==> src/rtl/dotn_acc.sv <==
// dotn_acc: pipelined LANES-wide signed dot product with multi-beat group accumulation
module dotn_acc #(
   parameter int LANES = 8,
   parameter int IWIDTH = 8,
   parameter int OWIDTH = 32,
   parameter int MUL_LAT = 2
) (
   input  logic                      clk,
   input  logic                      rst_n,
   input  logic [LANES*IWIDTH-1:0]   vec0,
   input  logic [LANES*IWIDTH-1:0]   vec1,
   input  logic                      ivalid,
   input  logic                      ilast,
   output logic [OWIDTH-1:0]         result,
   output logic                      ovalid,
   output logic                      ovf
);
   localparam int LOG = $clog2(LANES);
   localparam int PW = 2 * IWIDTH;
   localparam int TW = PW + LOG;
   localparam int D = 1 + MUL_LAT + LOG;
   if (OWIDTH < TW) begin : g_bad_ow
      $error("dotn_acc: OWIDTH must be >= 2*IWIDTH+clog2(LANES)");
   end
   if (LANES < 2 || (1 << LOG) != LANES) begin : g_bad_lanes
      $error("dotn_acc: LANES must be a power of 2 and >= 2");
   end
   if (MUL_LAT < 1) begin : g_bad_lat
      $error("dotn_acc: MUL_LAT must be >= 1");
   end
   logic signed [IWIDTH-1:0] a [LANES];
   logic signed [IWIDTH-1:0] b [LANES];
   logic signed [PW-1:0]     p [MUL_LAT][LANES];
   always_ff @(posedge clk) begin
      for (int n = 0; n < LANES; n++) begin
         a[n] <= vec0[(LANES-1-n)*IWIDTH +: IWIDTH];
         b[n] <= vec1[(LANES-1-n)*IWIDTH +: IWIDTH];
         p[0][n] <= PW'(a[n]) * PW'(b[n]);
      end
      for (int n = 1; n < MUL_LAT; n++) p[n] <= p[n-1];
   end
   // every tree node carries the full final width; values never exceed their level's range
   for (genvar k = 0; k <= LOG; k++) begin : lvl
      logic signed [TW-1:0] s [LANES >> k];
      if (k == 0) begin : g_leaf
         always_comb
            for (int n = 0; n < LANES; n++) s[n] = TW'(p[MUL_LAT-1][n]);
      end else begin : g_add
         always_ff @(posedge clk)
            for (int n = 0; n < (LANES >> k); n++) s[n] <= lvl[k-1].s[2*n] + lvl[k-1].s[2*n+1];
      end
   end
   logic [D-1:0] vs, ls;
   always_ff @(posedge clk or negedge rst_n)
      if (!rst_n) begin
         vs <= '0;
         ls <= '0;
      end else begin
         vs <= {vs[D-2:0], ivalid};
         ls <= {ls[D-2:0], ivalid & ilast};
      end
   logic signed [OWIDTH-1:0] acc, tx, sum, nacc;
   logic ovf_acc, first, sov, novf;
   assign tx = OWIDTH'(lvl[LOG].s[0]);
   always_comb begin
      sum = acc + tx;
      sov = (acc[OWIDTH-1] == tx[OWIDTH-1]) && (sum[OWIDTH-1] != acc[OWIDTH-1]);
      nacc = first ? tx : sum;
      novf = first ? 1'b0 : (ovf_acc | sov);
   end
   always_ff @(posedge clk or negedge rst_n)
      if (!rst_n) begin
         acc <= '0;
         ovf_acc <= 1'b0;
         first <= 1'b1;
         result <= '0;
         ovf <= 1'b0;
         ovalid <= 1'b0;
      end else begin
         ovalid <= vs[D-1] & ls[D-1];
         if (vs[D-1]) begin
            acc <= nacc;
            ovf_acc <= novf;
            first <= ls[D-1];
         end
         if (vs[D-1] & ls[D-1]) begin
            result <= nacc;
            ovf <= novf;
         end
      end
endmodule

==> config.mk <==
export PLATFORM = sky130hd
export DESIGN_NAME = dotn_acc
export DESIGN_NICKNAME = d
export VERILOG_FILES = /design/src/rtl/dotn_acc.sv
export SDC_FILE = /design/constraint.sdc
export NUM_CORES = 2
export LEC_CHECK = 0
export CAP_MARGIN = 20
export CORE_MARGIN = 5
export CORE_UTILIZATION = 29
export CTS_BUF_LIST = sky130_fd_sc_hd__clkbuf_4
export CTS_CLUSTER_DIAMETER = 200
export DETAILED_ROUTE_END_ITERATION = 6
export MAX_ROUTING_LAYER = met4
export PLACE_DENSITY_LB_ADDON = 0.15
export SLEW_MARGIN = 20
export SYNTH_ARGS = -nofsm -noshare
export SYNTH_HDL_FRONTEND = slang
export SYNTH_SLANG_ARGS = --single-unit
==> constraint.sdc <==
create_clock -name clk -period 4.85 [get_ports clk]
set_input_delay 0.97 -clock clk [delete_from_list [all_inputs] [get_ports clk]]
set_output_delay 0.97 -clock clk [all_outputs]
set_load 0.05 [all_outputs]
Word level (Yosys, flattened, before mapping)
Memories as Yosys holds them, arrays and structs flattened.
Cells that the tools add are included.
{"block": "word_totals", "reg_bits": 80, "ramBits": 517, "inputBits": 132, "elab_cells": 38, "n_memories": 6, "out_inout_bits": 34}
{"name": "p", "words": 2, "word_bits": 128, "rd": 2, "rd_ports_with_merged_regs": 0, "wr": 2, "line_no": "33", "source": "logic signed [PW-1:0] p [MUL_LAT][LANES];"}
{"name": "lvl[1].s", "words": 4, "word_bits": 19, "rd": 4, "rd_ports_with_merged_regs": 0, "wr": 4, "line_no": "44", "source": "logic signed [TW-1:0] s [LANES >> k];"}
{"name": "a", "words": 8, "word_bits": 8, "rd": 8, "rd_ports_with_merged_regs": 0, "wr": 8, "line_no": "31", "source": "logic signed [IWIDTH-1:0] a [LANES];"}
{"name": "b", "words": 8, "word_bits": 8, "rd": 8, "rd_ports_with_merged_regs": 0, "wr": 8, "line_no": "32", "source": "logic signed [IWIDTH-1:0] b [LANES];"}
{"name": "lvl[2].s", "words": 2, "word_bits": 19, "rd": 2, "rd_ports_with_merged_regs": 0, "wr": 2, "line_no": "44"}
{"name": "lvl[3].s", "words": 1, "word_bits": 19, "rd": 1, "rd_ports_with_merged_regs": 0, "wr": 1, "line_no": "44"}
{"block": "classes", "muxes": 2, "reduce_logical": 1, "multipliers": 8, "n_eq_ne": 2, "bitwise": 3, "add_sub_neg": 8}
{"cell": "$mul A8 B8 Y16", "count": 8}
{"cell": "$add A16 B16 Y17", "count": 4}
{"cell": "$add A19 B19 Y19", "count": 3}
{"cell": "$add A32 B19 Y32", "count": 1}
{"cell": "$mux W32", "count": 1}
{"cell": "$and A1 B1 Y1", "count": 2}
{"cell": "$eq A1 B1 Y1", "count": 1}
{"cell": "$logic_and A1 B1 Y1", "count": 1}
{"cell": "$mux W1", "count": 1}
{"cell": "$ne A1 B1 Y1", "count": 1}
{"cell": "$or A1 B1 Y1", "count": 1}

Longest topological paths before layout
{"block": "logic_depth", "word_depth": 5, "depth_mapped": 19, "depth_no_buf": 19}

Worst setup path before layout
No wires, ideal clock.
{"block": "synth_path", "path_type": "register to register", "start": "memory a[2][5], in the netlist a[0][21]", "end": "memory p[0][94] (netlist bit)", "path_stages_with_launch": 19, "arrival_ns": 4.224, "required_ns": 4.785, "period_less_slack_ns": 4.289, "setup_ns": 0.065, "slack_ns": 0.561, "path_buffers": 0, "path_cell_list": "dfxtp_1 and2_1 fa_1 inv_1 fa_1 inv_1 fa_1 inv_1 fa_1 inv_1 ha_1 o21ai_0 a21boi_1 o21ai_0 nand2b_1 a21o_1 a21o_1 or4_1 nand4b_1"}
{"element": "start, declared", "line_no": "31"}
{"element": "end, declared", "line_no": "33"}

==> results.json <==
{
  "overflow": 0,
  "dieArea_um2": 144300,
  "cp_slowest_cell": "fa_1",
  "maxSlewHeadroom_pct": 38.77,
  "synthCells": 3936,
  "ys_warn_count": 0,
  "ant_nets": 0,
  "vias": 26130,
  "crit_path_start_kind": "flop",
  "port_buffers": 165,
  "ir_worst_vdd_mv": 0.2328,
  "path_buf_inv": 4,
  "critical_path_arrival_ns": 5.55,
  "synthArstFlopShare_pct": 13.58,
  "avgSynthCellArea_um2": 10.08,
  "required_ns": 5.80,
  "leakage_nw": 21.62,
  "clk_latency_ns": 1.08,
  "syn_area_um2": 39670,
  "setup_violations": 0,
  "start_util_pct": 29.25,
  "finalClockSkew_ns": 0.09939,
  "grt_pass1_vias": 28080,
  "timing.critical_path.slowest_cell_delay_ns": 0.54,
  "core_area_um2": 135600,
  "gp_congestion": 0.8052,
  "synth.distinct_cells": 83,
  "drt_iter0_drc": 775,
  "worst_slew_pin_slew_ns": 0.9173,
  "vias_per_cell": 4.235,
  "grt_setup_unrepaired": "no",
  "fin_crit_ns": 4.599,
  "yosysSeqAreaShare_pct": 30.73,
  "worst_hold_path_type": "flop to flop",
  "rows": 135,
  "pin_count": 166,
  "crit_fanout": 8,
  "final_nets": 5212,
  "path_cells": "and2_1 -> fa_1 -> inv_1 -> fa_1 -> inv_1 -> fa_1 -> inv_1 -> fa_1 -> inv_1 -> ha_1 -> o21ai_0 -> a21boi_1 -> o21ai_0 -> nand2b_1 -> a21o_1 -> a21o_1 -> or4_1 -> nand3_1",
  "status": "complete, no violations",
  "wl_per_cell_um": 13.94,
  "fin_util_pct": 33.67,
  "dp_hpwl_um": 68630,
  "antenna_found_initial": 6,
  "wirelength_um": 86030,
  "ys.flop_type": "dfxtp_1",
  "die_x_um": 379.9,
  "cts.clk_slew.worst_paths_ns": 0.08,
  "maxSlewViolCount": 0,
  "drtPass1Iterations": 5,
  "p_per_area_nw_per_um2": 671.4,
  "grt_max_degree": 72,
  "cts_made_buffers": 168,
  "hold_violations": 0,
  "ys_ff_latch": 589,
  "post-route-period-util_pct": 94.82,
  "cts_tree": "yes",
  "fp.dieH_um": 379.9,
  "cts-root-buf": "clkbuf_4",
  "layout-drive-gt1-share_pct": 7.766,
  "drv_cap": 0,
  "syn_nets": 4895,
  "htreeDepth": 4,
  "clockBufferDepth": 3,
  "grt.total_usage_pct": 12.75,
  "crit_path_end_kind": "flop",
  "max_freq_ghz": 0.2175,
  "tns_ns": 0,
  "grt_pass1_wl_um": 145200,
  "post_cts_buffers": 0,
  "drc": 0,
  "crit_type": "flop to flop",
  "synth_edf_count": 0,
  "area_delta_synth_final_pct": 15.10,
  "cpLargestDelayFamily": "adder cells",
  "clock-sinks": 589
}
## cells in the final DEF, fill, tap and decap left out, drive strengths merged, types with 17 or more instances in the layout
master and count:
inv 743, dfxtp 509, fa 448, ha 379, and2 345, clkbuf 222, nand2 216, xnor2 181
clkdlybuf4s50 164, a21oi 154, nor2 151, o21ai 119, dfrtp 79, nor2b 65, clkinv 63, a21o 60
nand2b 50, nor3 50, xor2 47, o21a 30, nand3 29, a21boi 24, or3 19, and3 19
nand4 17
## what timing repair did
| action | CTS | global route |
|---|---|---|
| endpoints found under the setup margin | 0 | 5 |
| endpoints found under the hold margin | 49 | 0 |
| resized for setup | 0 | 20 |
| hold buffers | 1 | 0 |
## area by class of cell
| cell class | instances | area, µm² |
|---|---|---|
| fill | 14110 | 89970 |
| multi-input combinational | 2582 | 24550 |
| sequential | 589 | 12210 |
| inverter | 738 | 2770 |
| tap | 1781 | 2228 |
| timing repair buffer | 174 | 1719 |
| clock buffer | 222 | 1667 |
| clock inverter | 73 | 483.0 |
| antenna | 12 | 30.03 |
## routing by layer
layer | up-vias | routed length [µm] | global-route usage (%)
li1 | 13220 | - | -
met1 | 12440 | 40340 | 16.18
met2 | 341 | 40140 | 20.30
met3 | 136 | 3408 | 2.882
met4 | 0 | 2146 | 4.056
met5 | - | 0 | -
## synth_stat cells (7+ instances only)
cell	count	area, µm²
nor2_1	151	566.8
inv_1	736	2763
a211oi_1	14	105.1
xnor2_1	181	1585
nand3_1	29	145.1
or4_1	7	52.55
a21o_1	58	435.4
o21bai_1	13	97.59
o21ai_1	14	70.07
fa_1	448	8969
a21oi_1	151	755.7
a31oi_1	14	87.58
clkbuf_1	17	63.81
and3_1	14	87.58
xor2_1	47	411.6
or2_2	16	100.1
mux2i_1	8	80.08
dfxtp_1	509	10190
and2_1	344	2152
nor2b_1	65	406.6
nand4_1	17	106.4
or3_1	19	118.9
nor3_1	50	250.2
a21boi_1	11	82.58
a21boi_0	13	97.59
dfrtp_1	79	1977
mux2_2	9	101.4
o21ai_0	101	505.5
o311a_1	10	100.1
ha_1	379	4742
nand2_1	215	807.0
nand2b_1	50	312.8
o21a_1	30	225.2
## flip-flops by register name, indices dropped and copies added, names as in the netlist
signal   cells
p          256
ovalid       1
ovf          1
ovf_acc      1
result      32
first        1
b           64
lvl.s      125
ls           6
vs           6
a           64
acc         32
## final timing paths
kind / depth (start not counted) / slack [ns] / to / start
worst max-delay path: 18 / 0.25 / p[0][126] / a[0][5]
max in group asynchronous: 3 / 3.44 / first / rst_n
worst min register to register: 0 / 0.27 / p[0][179] / p[0][51]
worst min-delay path: 0 / 0.27 / p[0][179] / p[0][51]
worst max register to register: 18 / 0.25 / p[0][126] / a[0][5]
min in group asynchronous: 2 / 0.49 / ovf_acc / rst_n
## logic make-up (layout without fill, tap and decap cells)
kind of cell	Yosys count	in the layout	share of synthesized area [%]
adder cells (fa/ha/maj)	827	827	34.56
XOR/XNOR	228	228	5.033
flip-flops	589	589	30.73
buffers and inverters	765	1207	7.395
AO/OA/AOI/OAI	509	509	8.480
multiplexers	19	19	0.5141
other	0	12	0
AND/OR/NAND/NOR	999	999	13.29
## through the flow
stage / cells / hold WS [ns] / instance area, µm² / total power, mW / setup slack (ns)
final: 6171 / 0.2690 / 45670 / 30.66 / 0.2514
after detailed placement: 5863 / 0.3121 / 43450 / 26.33 / 0.2534
after floorplan: 3936 / 0.3096 / 39670 / 21.84 / 0.5610
after global routing: 6171 / 0.1447 / 45670 / 34.13 / 0.01433
after global placement: 5863 / 0.3121 / 43450 / 26.36 / 0.2691
after CTS: 6159 / 0.1170 / 45610 / 31.38 / 0.1756
## where the power goes
group	leakage [nW]	internal [mW]	switching [mW]	total [mW]
Combinational	15.1	8.10	9.95	18.0
Clock	1.27	2.39	2.27	4.66
Sequential	5.25	6.94	1.02	7.96
Note: power is estimated with default switching activity, not from simulation.
